<file path="config.mk">
export PLATFORM = sky130hd
export DESIGN_NAME = sipo_deframer
export DESIGN_NICKNAME = d
export VERILOG_FILES = /design/src/rtl/sipo_deframer.sv
export SDC_FILE = /design/constraint.sdc
export NUM_CORES = 1
export LEC_CHECK = 0
export ABC_AREA = 0
export CAP_MARGIN = 20
export CORE_MARGIN = 5
export CORE_UTILIZATION = 46
export CTS_BUF_LIST = sky130_fd_sc_hd__clkbuf_4 sky130_fd_sc_hd__clkbuf_8
export CTS_CLUSTER_DIAMETER = 30
export CTS_CLUSTER_SIZE = 10
export DETAILED_ROUTE_END_ITERATION = 12
export GPL_TIMING_DRIVEN = 0
export PLACE_DENSITY = 0.86
export SETUP_SLACK_MARGIN = 0.02
export SYNTH_ARGS = -nofsm -noshare
export SYNTH_HDL_FRONTEND = slang
export SYNTH_SLANG_ARGS = --single-unit
</file>
<file path="constraint.sdc">
create_clock -name clk -period 1.96 [get_ports clk]
set_input_delay 0.294 -clock clk [delete_from_list [all_inputs] [get_ports clk]]
set_output_delay 0.294 -clock clk [all_outputs]
set_load 0.01 [all_outputs]
</file>
<file path="src/rtl/sipo_deframer.sv">
// sipo_deframer: serial-in/parallel-out receiver.
//   Samples sin on each shift strobe, MSB first. It assembles WIDTH-bit
//   frames and hands each completed word to a consumer through a
//   single-entry valid/ready holding register. A sticky flag records any
//   word that is dropped because the holding register is still full.
// Optional feature macro: PARITY_CHECK_EN
//   When defined, each frame is WIDTH data bits followed by one even-parity
//   bit. parity_err then reports odd total ones for the held word.
//   When undefined, parity_err is tied to 0.
// Ports:
//   clk, clr              clock, asynchronous active-high reset
//   shift, sin, sync      bit strobe, serial bit, start-of-frame marker
//   po, bit_cnt           live assembly register and bit count in the frame
//   dout, dout_valid      held word and its valid flag
//   dout_ready            consumer accepts dout
//   overrun, parity_err   sticky drop flag, parity status of the held word
module sipo_deframer #(
  parameter int WIDTH = 6,
  parameter int CW    = $clog2(WIDTH+2)
) (
  input  logic             clk,
  input  logic             clr,
  input  logic             shift,
  input  logic             sin,
  input  logic             sync,
  output logic [WIDTH-1:0] po,
  output logic [CW-1:0]    bit_cnt,
  output logic [WIDTH-1:0] dout,
  output logic             dout_valid,
  input  logic             dout_ready,
  output logic             overrun,
  output logic             parity_err
);

`ifdef PARITY_CHECK_EN
  localparam int FL = WIDTH + 1;
`else
  localparam int FL = WIDTH;
`endif
  localparam logic [CW-1:0] LAST = CW'(FL - 1);

  logic [WIDTH-1:0] po_q, po_d, dout_q, dout_d, word;
  logic [CW-1:0]    cnt_q, cnt_d, cnt_base;
  logic             valid_q, valid_d, ovr_q, ovr_d, perr_q, perr_d;
  logic             complete, load, word_perr;

  always_comb begin
    // A sync-qualified bit always begins a fresh frame.
    cnt_base = sync ? '0 : cnt_q;
    complete = shift & (cnt_base == LAST);
    po_d     = shift ? {po_q[WIDTH-2:0], sin} : po_q;
    cnt_d    = cnt_q;
    if (shift) cnt_d = complete ? '0 : cnt_base + CW'(1);

`ifdef PARITY_CHECK_EN
    // The last bit is parity, so the data bits are already in po.
    word      = po_q;
    word_perr = ^{po_q, sin};
`else
    word      = {po_q[WIDTH-2:0], sin};
    word_perr = 1'b0;
`endif

    // Load when the register is empty or is being drained in the same cycle.
    load    = complete & (~valid_q | dout_ready);
    dout_d  = load ? word : dout_q;
    perr_d  = load ? word_perr : perr_q;
    valid_d = complete ? 1'b1 : (valid_q & ~dout_ready);
    ovr_d   = ovr_q | (complete & valid_q & ~dout_ready);
  end

  always_ff @(posedge clk or posedge clr) begin
    if (clr) begin
      po_q    <= '0;
      cnt_q   <= '0;
      dout_q  <= '0;
      valid_q <= 1'b0;
      ovr_q   <= 1'b0;
      perr_q  <= 1'b0;
    end else begin
      po_q    <= po_d;
      cnt_q   <= cnt_d;
      dout_q  <= dout_d;
      valid_q <= valid_d;
      ovr_q   <= ovr_d;
      perr_q  <= perr_d;
    end
  end

  assign po         = po_q;
  assign bit_cnt    = cnt_q;
  assign dout       = dout_q;
  assign dout_valid = valid_q;
  assign overrun    = ovr_q;
  assign parity_err = perr_q;

endmodule
</file>
[Word level (Yosys, flattened, before mapping)]
Index checks and enable logic that the tools add are counted.
Widths: inputs -> output; s select.
Word-level totals
  word-level logic and storage cells: 19
  flip-flop bits (word level): 17
Cells by class
  add/subtract/negate cells: 1
  eq/ne operators: 1
  bitwise gates (word level): 9
  muxes and demuxes: 3
Operator list (count)
  $mux 3: 2
  $and 1x1->1: 5
  $add 3x1->3 const B: 1
  $eq 3x3->1 const B: 1
  $not 1->1: 2
  $or 1x1->1: 2
  $mux 1: 1

[Logic depth before layout (Yosys ltp)]
Gate-level depths: netlist of the first run.
  word-level depth: 6
  mapped depth: 6

[Worst setup path after synthesis of the first run]
No wires, ideal clock.
  path kind: reg-to-reg
  start point: register cnt_q[0], in the netlist bit_cnt[0]
  end point: register dout_q[0], in the netlist dout[0]
  cell stages (with the launch flop): 7
  clock period less this slack: 1.629 ns
  required time: 1.835 ns
  arrival time: 1.504 ns
  setup slack: 0.331 ns
  path through: dfrtp_1 -> nor2b_1 -> ha_1 -> nand4b_2 -> nor2b_2 -> buf_6 -> mux2_4
On the way
  cells in the longest elaborated chain, start to end: 4
Ends and longest elaborated chain
  from (decl): line 43  | logic [CW-1:0] cnt_q, cnt_d, cnt_base;
  from (signal assigned): line 82  | cnt_q <= cnt_d;
  $mux 3: line 49  | cnt_base = sync ? '0 : cnt_q;
  $eq 3x3->1: line 50  | complete = shift & (cnt_base == LAST);
  $and 1x1->1: line 50
  $and 1x1->1: line 65  | load = complete & (~valid_q | dout_ready);
  to (signal assigned): line 83  | dout_q <= dout_d;
  to (decl): line 42  | logic [WIDTH-1:0] po_q, po_d, dout_q, dout_d, word;
Every way passes these cells.
A chain may end at the register's enable or synchronous reset.

[Final worst setup path of the first run]
  start point: input port sync
  end point: register dout_q[5], in the netlist dout[5]
On the way
  cells in the longest elaborated chain, start to end: 4
Ends and longest elaborated chain
  from (decl): line 25  | input logic sync,
  $mux 3: line 49
  $eq 3x3->1: line 50
  $and 1x1->1: line 50
  $and 1x1->1: line 65
Every way passes these cells.

==> results of run 1 <==
## layer usage
metal | GRT usage, % | up-vias | routed length (um)
met2 | 20.50 | 14 | 710
li1 | - | 228 | -
met5 | 0 | - | 0
met1 | 15.33 | 222 | 632
met3 | 2.663 | 3 | 82
met4 | 6.550 | 0 | 29
## state kept, by name (all words and copies together), names as in the netlist
register / flops
dout: 6
po: 6
bit_cnt: 3
dout_valid: 1
overrun: 1
## where the power goes
part / total, mW / switching, mW / internal (mW) / leakage [nW]
Sequential: 0.465 / 0.0492 / 0.416 / 0.216
Clock: 0.203 / 0.110 / 0.0931 / 0.0184
Combinational: 0.293 / 0.101 / 0.192 / 0.241
Total: 0.961 / 0.260 / 0.701 / 0.476
## cells in the mapped netlist
cell type,n
nand2_1,1
buf_2,1
nor2b_1,1
conb_1,1
buf_6,1
mux2_4,6
a32o_1,1
nor2b_2,1
inv_1,3
mux2_2,6
nor2_1,1
nand3b_1,1
o21bai_1,1
nand2b_1,3
dfrtp_1,17
o31ai_1,1
buf_4,1
o21ai_0,1
nand4b_2,1
a21oi_1,1
ha_1,2
## cell families (layout without fill, tap and decap cells)
kind of cell / count (synthesis) / after routing / share of synthesized area, %
AO/OA/AOI/OAI: 5 / 5 / 4.698
AND/OR/NAND/NOR: 9 / 9 / 8.557
multiplexers: 12 / 12 / 21.14
adder cells (fa/ha/maj): 2 / 2 / 3.355
flip-flops: 17 / 17 / 57.05
other: 1 / 1 / 0.5029
buffers and inverters: 6 / 32 / 4.698
## worst paths after layout
path,startpoint,end,cells after the start
min in group clk,overrun,overrun,1
hold / removal,clr,dout_valid,2
setup reg to reg,bit_cnt[0],dout[5],6
hold reg to reg,overrun,overrun,1
setup / recovery,sync,dout[5],7
max in group asynchronous,clr,po[4],2
## cell type report
type	count	area (um^2)	share of cell area [%]
timing repair buffer	22	220.2	21.62
buffer	3	23.77	2.334
tap	16	20.02	1.966
multi-input combinational	29	287.8	28.26
sequential	17	425.4	41.77
clock buffer	4	30.03	2.948
inverter	3	11.26	1.106
## through the flow
step,total power [mW],setup WS (ns)
floorplan,0.5962,0.3313
global placement,0.7555,-0.1238
detailed placement,0.7685,-0.2458
CTS,0.9715,0.06677
global route,1.021,0.04619
finish,0.9612,0.1554
==> run metrics, run 1 <==
status finished clean; final hold vios 0; aggregate global routing overflow 0; Ys Warns 0; setup tns final 0 ns; worst vdd ir between 800 and 900 uV; Achievable Freq approximately 550 MHz; reg-to-reg slack, setup 0.26 ns; area leader, netlist dfrtp_1; CTS tree built; data arrival time of the critical path just under 2 ns; vias post-DR 467; Hold Path Class in -> async; Detail Route Antenna Nets 0; power per standard cell area 943.8 mW/mm^2; hold_ws 0.3717 ns; core box area 0.001524 mm^2; Slew headroom around 58%; max_cap viols 0; clock-pin slew on the worst setup and hold paths 0.10 ns; Vias/cell 4.968; Worst setup SP type input port; period utilization approximately 92%; I/O pins 24; synth unique cells 21; CP top delay family buffers and inverters; Final Slew Violations 0; Seq cells post-synth 17; routed len/inst 15.49 um; Sink Count 17; Num CTS Buffers 3; Inserted Diodes 0; Die ar. 0.002527 mm^2; Cells after DPL 90; placed instance area 985.9 um^2; IO Port Bufs 22; vias in the first global route about 500; Core Util, Final 66.83%; Final Critical Period roughly 1.8 ns; post-route cell area 0.001018 mm^2; RSZ-0062 raised after global routing no; Remaining DRCs 0; largest net degree at the start of global routing 18; first-pass GRT wire length roughly 2300 um; clk_lat worst skew 0.29 ns; Starting Density 48.93%; Die Width 50.27 um; die height 50.27 um; CP max-delay cell clkdlybuf4s50_1; initial antenna violation count 0; RD Place Congestion 0.7124; root buffer cell clkbuf_4; Worst Skew between 0.005 and 0.006 ns; Post-CTS Setup Inserts 0; worst slew pin tran 0.6325 ns; Initial DRT Pass Iterations 1; most area-consuming cells after synthesis dfrtp_1 (57%), mux2_4 (12%), mux2_2 (9.1%); Finished Layout Cells 94; Worst Setup Path Type in -> reg; Filler cells 114; Post-Syn Instances 52; Yosys top cell area share 57.05%; All-Layer GR Usage 12.53%; Hold Buf Count CTS 0; H-tree depth 1; clk buf depth 2; CP Cell Sequence clkdlybuf4s50_1 -> nor2b_2 -> ha_1 -> nand4b_2 -> nor2b_2 -> buf_6 -> mux2_4; crit path capture type flip-flop; post-synthesis cell area 745.7 um^2; worst path bufs/invs 2; Syn-to-layout area delta 36.58%; Syn Area/Cell 14.34 um^2; share of cells above drive strength 1 28.21%; Crit path largest cell delay approximately 0.48 ns; post-detail-place hpwl between 1000 and 1500 um; Layout Nets 87; Core Rows 14; commonest non-fill, non-tap cell in the layout clkdlybuf4s50_1; most frequent cells in the layout clkdlybuf4s50_1 (22), dfrtp_1 (17), mux2_2 (6), mux2_4 (6), clkbuf_4 (4); Seq/Total Area, Yosys a little under three fifths; worst-path fanout max 6; net count after synthesis 60; Crit path top cell by count nor2b_2; WL final 1456 um; Lkg Pwr 0.4757 nW; # resized after CTS 0; initial drt markers 0; Req. time, crit path 2.15 ns; setup violators final 0
(Power assumes the default switching activity.)
==> run 2, diff against run 1 <==
--- a/config.mk
+++ b/config.mk
@@ -5,16 +5,16 @@
 export SDC_FILE = /design/constraint.sdc
 export NUM_CORES = 1
 export LEC_CHECK = 0
-export ABC_AREA = 0
+export ABC_AREA = 1
 export CAP_MARGIN = 20
 export CORE_MARGIN = 5
-export CORE_UTILIZATION = 46
+export CORE_UTILIZATION = 47
 export CTS_BUF_LIST = sky130_fd_sc_hd__clkbuf_4 sky130_fd_sc_hd__clkbuf_8
 export CTS_CLUSTER_DIAMETER = 30
 export CTS_CLUSTER_SIZE = 10
 export DETAILED_ROUTE_END_ITERATION = 12
 export GPL_TIMING_DRIVEN = 0
-export PLACE_DENSITY = 0.86
+export PLACE_DENSITY = 0.87
 export SETUP_SLACK_MARGIN = 0.02
 export SYNTH_ARGS = -nofsm -noshare
 export SYNTH_HDL_FRONTEND = slang
==> run metrics, run 2 <==
reg-to-reg slack, setup 0.51 ns; Post-Syn Instances 88; area leader, netlist dfrtp_1; Post-CTS Setup Inserts 0; die height just over 50 um; worst-path fanout max 5; initial drt markers 5; Detail Route Antenna Nets 0; Req. time, crit path ~1.7 ns; Post-synth top flop dfrtp_1; Initial DRT Pass Iterations 4; Final Critical Period 1.589 ns; CP top delay family buffers and inverters; Lkg Pwr 0.5622 nW; Num CTS Buffers 3; Hold Startpoint shift; Slew headroom 58.60%; data arrival time of the critical path 1.29 ns; Sink Count 17; WL final ~1500 um; crit path capture type output port; Worst setup SP type flip-flop; CTS tree built; core box area 0.001524 mm^2; Die Width 50.53 um; commonest non-fill, non-tap cell in the layout nand2_1; aggregate global routing overflow 0; routed len/inst 11.57 um; Final Slew Violations 0; share of cells above drive strength 1 9.735%; Seq/Total Area, Yosys 55.11%; most area-consuming cells after synthesis dfrtp_1 (55%), nand2_1 (18%), nand3_1 (5.8%); H-tree depth 1; largest net degree at the start of global routing 18; Layout Nets 122; RD Place Congestion 0.7088; Reg2Reg Depth 8; hold depth 3; Cells after DPL between 100 and 150; Core Rows 14; setup violators final 0; I/O pins 24; Compound-Gate Fraction of Synth Area 3.241%; max_cap viols 0; power per standard cell area 767.0 mW/mm^2; Starting Density 50.66%; CP Cell Sequence clkdlybuf4s50_1; Achievable Freq 629.4 MHz; clock-pin slew on the worst setup and hold paths 0.10 ns; XOR/XNOR share of the synthesized area 0%; Core Util, Final between 60 and 70%; largest family of logic cells by synthesized area simple AND/OR/NAND/NOR gates; area of the multi-input gates 290.3 um^2; synth unique cells 14; Hold EP po[3]; Commonest cells post-synth nand2_1 (37), dfrtp_1 (17), inv_1 (9), nand3_1 (9), o21ai_0 (5); period utilization 81.06%; net count after synthesis 96; Vias/cell 4.915; vias post-DR 634; Seq cells post-synth 17; Hold Path Class in -> reg; reg2reg start bit_cnt[0]; r2r endpoint dout[0]; simple-gate share of the synthesized area 30.63%; setup tns final 0 ns; Remaining DRCs 0; Inserted Diodes 0; post-synthesis cell area 772.0 um^2; worst slew pin tran 0.6203 ns; Crit path largest cell delay 0.57 ns; Worst Skew 0.005593 ns; Syn Area/Cell slightly below 9 um^2; Ys Warns 0; final hold vios 0; worst vdd ir 517.9 uV; register area 425.4 um^2; root buffer cell clkbuf_4; vias in the first global route around 650; dpl ws 0.1884 ns; asr flop ratio synth 100.0%; Syn-to-layout area delta 33.39%; clk_lat worst skew 0.29 ns; first-pass GRT wire length ~2700 um; Yosys top cell area share 55.11%; Synth Area in Adders approximately 3.2%; All-Layer GR Usage 13.06%; CP max-delay cell clkdlybuf4s50_1; Filler cells 135; Finished Layout Cells 129; status finished clean; Die ar. approximately 0.0026 mm^2; # resized after CTS 0; clk buf depth 2; worst path bufs/invs 1; IO Port Bufs 21; mux contribution to synthesized area 0%; Worst Setup Path Type reg -> out; top-count cell post-synth nand2_1; post-detail-place hpwl 1162 um; initial antenna violation count 0; post-route setup slack 0.3712 ns; most frequent cells in the layout nand2_1 (37), clkdlybuf4s50_1 (21), dfrtp_1 (17), inv_1 (9), nand3_1 (9); RSZ-0062 raised after global routing no; Hold Buf Count CTS 0; EDFF count, synth 0
run 2: cell types whose count changed after synthesis, moves of 2 or more:
cell      before  now
mux2_4         6    0
nand3_1        0    9
mux2_2         6    0
o21ai_0        1    5
nand2_4        0    2
nand2_1        1   37
inv_1          3    9
nand2b_1       3    0
run 2: how the worst max path moves through the flow:
| stage | from | endpoint | cells after the start |
|---|---|---|---|
| 6_report | bit_cnt[2] | bit_cnt[2] | 1 |
| 5_1_grt | bit_cnt[2] | bit_cnt[2] | 1 |
| 4_1_cts | bit_cnt[2] | bit_cnt[2] | 1 |
| 3_5_place_dp | sync | dout[5] | 8 |
| 3_3_place_gp | sync | dout[5] | 8 |
| 2_1_floorplan | bit_cnt[0] | dout[0] | 8 |
run 2: metrics by stage:
step / total power [mW] / hold slack [ns] / cell area (um^2)
2_1_floorplan: 0.5046 / 0.2201 / 772.0
3_3_place_gp: 0.6024 / 0.4460 / 1002
3_5_place_dp: 0.6107 / 0.4500 / 1002
4_1_cts: 0.7924 / 0.2491 / 1030
5_1_grt: 0.8315 / 0.2596 / 1030
6_report: 0.7898 / 0.2406 / 1030
run 2: kinds of logic after synthesis:
family,after synthesis
and+or+nand+nor,51
DFF,17
buffers and inverters,12
AOI/OAI and AO/OA,5
adders and majority gates,2
other,1
run 2: layout make-up:
cell class | instances | share of cell area (%)
timing repair buffer | 21 | 20.41
clock inverter | 1 | 0.4860
multi-input combinational | 59 | 28.19
sequential | 17 | 41.31
tap | 16 | 1.944
inverter | 10 | 3.645
clock buffer | 3 | 2.187
buffer | 2 | 1.823
run 2: power breakdown:
group	total [mW]	internal, mW	switching, mW
Clock	0.189	0.0759	0.113
Sequential	0.421	0.389	0.0313
Combinational	0.180	0.0977	0.0826
run 2: metal layers:
metal  vias up  wire length (um)  part of all wire, %  global-route usage [%]
met5         -                 0                    0                       0
met4         0                 9                 0.60                   2.553
met3         2               110                  7.4                   3.254
met2        21               706                   47                   23.35
met1       290               666                   45                   15.73
li1        321                 -                    -                       -
==> run 3, diff against run 2 <==
--- a/config.mk
+++ b/config.mk
@@ -8,13 +8,13 @@
 export ABC_AREA = 1
 export CAP_MARGIN = 20
 export CORE_MARGIN = 5
-export CORE_UTILIZATION = 47
+export CORE_UTILIZATION = 42
 export CTS_BUF_LIST = sky130_fd_sc_hd__clkbuf_4 sky130_fd_sc_hd__clkbuf_8
 export CTS_CLUSTER_DIAMETER = 30
 export CTS_CLUSTER_SIZE = 10
 export DETAILED_ROUTE_END_ITERATION = 12
 export GPL_TIMING_DRIVEN = 0
-export PLACE_DENSITY = 0.87
+export PLACE_DENSITY = 0.82
 export SETUP_SLACK_MARGIN = 0.02
 export SYNTH_ARGS = -nofsm -noshare
 export SYNTH_HDL_FRONTEND = slang
==> constraint.sdc (replaced) <==
create_clock -name clk -period 1.29 [get_ports clk]
set_input_delay 0.1935 -clock clk [delete_from_list [all_inputs] [get_ports clk]]
set_output_delay 0.1935 -clock clk [all_outputs]
set_load 0.01 [all_outputs]
==> run metrics, run 3 (same netlist as run 2, synthesis figures left out) <==
Reg2Reg Depth 8; Layout Nets 133; worst-path fanout max 7; Num CTS Buffers 3; worst slew pin tran 0.6455 ns; Remaining DRCs 0; final hold vios 0; Inserted Diodes 0; Achievable Freq 795.7 MHz; initial drt markers 11; worst vdd ir 650.9 uV; vias post-DR 667; clk_lat worst skew 0.29 ns; first-pass GRT wire length 2780 um; initial antenna violation count 0; Die Width 52.87 um; Worst Skew 0.008534 ns; post-route cell area 0.001110 mm^2; clk buf depth 2; Lkg Pwr 0.6727 nW; setup violators final 0; Starting Density approximately 44%; data arrival time of the critical path about 1.5 ns; IO Port Bufs 21; power per standard cell area ~1100 mW/mm^2; Vias/cell 4.477; H-tree depth 1; setup tns final 0 ns; aggregate global routing overflow 0; Sink Count 17; Worst Setup Path Type reg -> reg; CTS tree built; Core Rows 15; Worst setup SP type flip-flop; clock-pin slew on the worst setup and hold paths 0.10 ns; crit path capture type flip-flop; routed len/inst about 11 um; die height between 50 and 60 um; Final Critical Period 1.257 ns; Req. time, crit path 1.49 ns; core box area 0.001745 mm^2; post-detail-place hpwl 1131 um; Hold Path Class in -> reg; hold depth 2; most frequent cells in the layout nand2_1 (34), dfrtp_1 (17), dlygate4sd2_1 (17), buf_4 (12), nand3_1 (9); vias in the first global route 665; commonest non-fill, non-tap cell in the layout nand2_1; max_cap viols 0; Initial DRT Pass Iterations 4; Final Slew Violations 0; period utilization 97.42%; Hold Buf Count CTS 0; I/O pins 24; All-Layer GR Usage 13.63%; placed instance area 0.001018 mm^2; Slew headroom 56.92%; Die ar. 0.002795 mm^2; RD Place Congestion approximately 0.71; RSZ-0062 raised after global routing yes; status finished clean; share of cells above drive strength 1 23.39%; Syn-to-layout area delta 43.76%; largest net degree at the start of global routing 18; WL final 1682 um; Core Util, Final 63.58%; root buffer cell clkbuf_4; Detail Route Antenna Nets 0
## run 3: worst max-delay path: stages (launching register included)
cell,delay [ns]
dfrtp_1,0.36
inv_1,0.05
nor2_2,0.10
ha_2,0.21
nand2_4,0.07
nor2_8,0.13
nand2_4,0.09
nand2_1,0.08
nand2_1,0.05
## run 3: where the power goes
part,switching [mW],internal [mW],total [mW]
Combinational,0.152,0.138,0.291
Clock,0.170,0.115,0.285
Sequential,0.0326,0.591,0.624
Total,0.355,0.845,1.20
## run 3: layer usage
metal | GRT usage [%] | routed length (um) | vias up
li1 | - | - | 341
met1 | 16.13 | 739 | 299
met2 | 22.52 | 791 | 22
met3 | 3.662 | 113 | 5
met4 | 6.809 | 38 | 0
met5 | 0 | 0 | -
## run 3: through the flow
stage | hold WS [ns] | power [mW] | cells | setup WS, ns
6_report | 0.1325 | 1.200 | 149 | 0.03326
5_1_grt | 0.1363 | 1.278 | 149 | -0.07974
4_1_cts | 0.1257 | 1.207 | 146 | -0.01302
3_5_place_dp | 0.4515 | 0.9294 | 134 | -0.3502
3_3_place_gp | 0.4438 | 0.9190 | 134 | -0.3072
2_1_floorplan | 0.1196 | 0.7689 | 88 | 0.04201
## run 3: final timing paths
| check | from | endpoint | slack (ns) |
|---|---|---|---|
| max | bit_cnt[0] | dout[4] | 0.03 |
| min | shift | po[0] | 0.13 |
| max reg2reg | bit_cnt[0] | dout[4] | 0.03 |
| min reg2reg | dout[2] | dout[2] | 0.47 |
| max in group asynchronous | clr | bit_cnt[2] | 0.59 |
| min in group asynchronous | clr | po[3] | 0.28 |
## run 3: timing repair
action	in CTS	in global routing
gates cloned	0	0
endpoints found under the setup margin	23	10
buffers inserted	8	3
gates resized for setup	21	3
pin swaps	7	3
## run 3: cell type report
| cell class | instances | area (um^2) |
|---|---|---|
| plain buffers | 2 | 18.77 |
| clock buffers | 3 | 22.52 |
| multi-input cells | 59 | 302.8 |
| flip-flops and latches | 17 | 425.4 |
| clock inverters | 1 | 5.005 |
| repair buffers | 32 | 266.5 |
| well taps | 25 | 31.28 |
| fillers | 167 | 635.6 |
| inverters | 10 | 37.54 |
==> edit 1 (settings of run 2) <==
Build with the macro `PARITY_CHECK_EN` defined.
--- a/src/rtl/sipo_deframer.sv
+++ b/src/rtl/sipo_deframer.sv
@@ -14,6 +14,8 @@
 //   dout, dout_valid      held word and its valid flag
 //   dout_ready            consumer accepts dout
 //   overrun, parity_err   sticky drop flag, parity status of the held word
+`define PARITY_CHECK_EN
+
 module sipo_deframer #(
   parameter int WIDTH = 6,
   parameter int CW    = $clog2(WIDTH+2)
Formal check against the unedited RTL: not equivalent (Yosys sat finds a counterexample within 10 cycles, from zero or initial values).
==> edit 1 against run 2 <==
Final area increased by 14%; first-iteration DRC count increased by 40%; worst setup slack got worse by 0.019 ns; synthesized cell count increased by 23%; synthesized area increased by 17%; sequential cell count increased by 1; power increased by 11%; global-route usage increased by 0.99 points; count of clock-buffer cells in the layout unchanged; wire length increased by 15%; worst hold slack improved by 0.0013 ns; largest cell class unchanged.
==> edit 1: results (changes against run 2) <==
Worst setup path
  – R2r endpoint: dout[0]
  – Max incr delay on CP: 0.44 ns (-0.13 ns)
  – Reg2Reg Setup Slack: 0.42 ns (-0.09 ns)
  – Number of cells on the worst reg-to-reg path: 9 (+1)
  – Max FO, Critical Path: 10 (+5)
  – Worst Path Arrival: 1.79 ns (+0.50 ns)
  – Crit path from: sync
  – Crit Reg-Reg Startpoint: bit_cnt[1]

Synth
  – Proportion of synthesized chip area in sequential cells: 0.500 (-0.0511)
  – Most instantiated cells after synthesis: 45 x nand2_1, 18 x dfrtp_1, 14 x inv_1
  – Cells after Synth: 108 (+23%)
  – Post-synthesis mux area share: 0 (unchanged)
  – Ys Warns: 0 (unchanged)
  – Syn nets: 116 (+21%)
  – Ranking of synthesized cells by area: dfrtp_1 50%, nand2_1 19%, inv_1 5.8%, o21ai_2 5.8%, o21ai_0 3.9%
  – Cell variety after synth: 16 (+2)
  – Post-Synth Adder-Cell Area: 0.0278 (-0.00464)
  – XOR/XNOR Fraction of Synth Area: 0.00972 (+0.00972)
  – Largest family of logic cells by synthesized area: simple AND/OR/NAND/NOR gates
  – Compound-Gate Fraction of Synth Area: 0.129 (+0.0968)
  – Async SR Flop Fraction: 1.00 (unchanged)

Route
  – WL final: 1720 um (+15%)
  – DR WL/cell: 10.9 um (-6.0%)
  – DR iter-0 viols: 7 (+2)
  – Vias per cell: 4.76 (-3.2%)
  – Drt pass-1 iters: 5 (+1)

Clock tree
  – Inserted Clock Buffers: 3 (unchanged)
  – Clock Pin Slew Worst Setup and Hold Paths: roughly 0.090 ns
  – Post_cts resized: 0 (unchanged)
  – Clock Path Buffers: 2 (unchanged)

Timing
  – Clk_skew: 0.00135 ns (-0.00425 ns)
  – Worst-margin pin slew: 0.650 ns (+0.0297 ns)

Global routing
  – Vias in the first global route: 754 (+17%)
  – First-pass GRT wire length: 3020 um (+13%)
  – Initial antenna violation count: 0 (unchanged)
  – GRT Resource Usage Total: 0.140 (+0.00988)
  – Largest net degree at the start of global routing: 19 (+1)

Power
  – Switching part of the total power: 0.307 (+0.0193)
  – Max VDD drop: 0.545 mV (+5.3%)
  – Leakage: 0.583 nW (+3.6%)

Place
  – PortBufs: 22 (+4.8%)
  – Inst Count DP: 155 (+24%)
  – Pre-CTS setup slack: 0.0297 ns (-0.159 ns)
  – RePlAce Congestion: 0.833 (+18%)
  – Detailed placer's ending HPWL: 1360 um (+17%)

Hold path
  – Hold Crit Endpoint: po[5]
  – Hold path depth: 2 (-1)

Finish
  – Final net count: 143 (+17%)
  – Antenna Cells: 0 (unchanged)
  – Share of cells above drive strength 1: 0.105 (+0.00792)

Run status
  – Status: finished, final reports clean
[edit 1: changes by cell type after synthesis, moves of 2 or more]
| cell | before | now |
|---|---|---|
| inv_1 | 9 | 14 |
| nand2_1 | 37 | 45 |
| nand2_4 | 2 | 0 |
| nand3_1 | 9 | 4 |
| o21ai_0 | 5 | 7 |
| o21ai_2 | 0 | 6 |
| o22ai_1 | 0 | 2 |
[edit 1: stage by stage]
stage          utilization  hold WS [ns]  area (sq um)
2_1_floorplan            -         0.233           901
3_3_place_gp         0.646         0.464          1150
3_5_place_dp         0.646         0.468          1150
4_1_cts              0.659         0.237          1170
5_1_grt              0.659         0.243          1170
6_report             0.659         0.242          1170
[edit 1: final cells by class]
| type | instances | area (sq um) |
|---|---|---|
| Multi-Input combinational cell | 72 | 368 |
| Sequential cell | 18 | 450 |
| Timing Repair Buffer | 22 | 220 |
| Fill cell | 175 | 608 |
| Inverter | 15 | 56.3 |
| Buffer | 3 | 26.3 |
| Tap cell | 25 | 31.3 |
| Clock buffer | 3 | 22.5 |
[edit 1: worst register-to-register path, cell delays in order (launching register included)]
cell and delay (ns):
dfrtp_1 0.36, inv_1 0.05, nor2_1 0.14, ha_1 0.21
nand4_4 0.14, a21oi_2 0.18, inv_2 0.08, buf_6 0.15
nand2_1 0.08, o21ai_2 0.05
[edit 1: how the worst max path moves through the flow]
stage | to | slack [ns] | cells after the start
2_1_floorplan | dout[5] | 0.51 | 9
3_3_place_gp | dout[0] | 0.07 | 9
3_5_place_dp | dout[0] | 0.03 | 9
4_1_cts | dout[0] | 0.34 | 9
5_1_grt | dout[0] | 0.26 | 9
6_report | dout[0] | 0.35 | 9
[edit 1: cell families after synthesis]
family / Yosys count
simple gates: 52
buf+inv: 18
flops: 18
compound gates: 17
fa+ha+maj: 2
xor+xnor: 1
[edit 1: power by group through the flow]
stage                     Combinational (mW)  Clock [mW]  Sequential [mW]
final                                  0.257       0.176            0.447
after global routing                   0.284       0.197            0.455
after CTS                              0.262       0.179            0.448
after detailed placement               0.261           0            0.454
after global placement                 0.252           0            0.452
after floorplan                        0.120           0            0.472
[edit 1: layer usage]
metal | up-vias | share of wire | global-route usage
li1 | 384 | - | -
met1 | 350 | 0.44 | 0.153
met2 | 18 | 0.51 | 0.262
met3 | 0 | 0.054 | 0.0332
met4 | 0 | 0 | 0.0468
met5 | - | 0 | 0
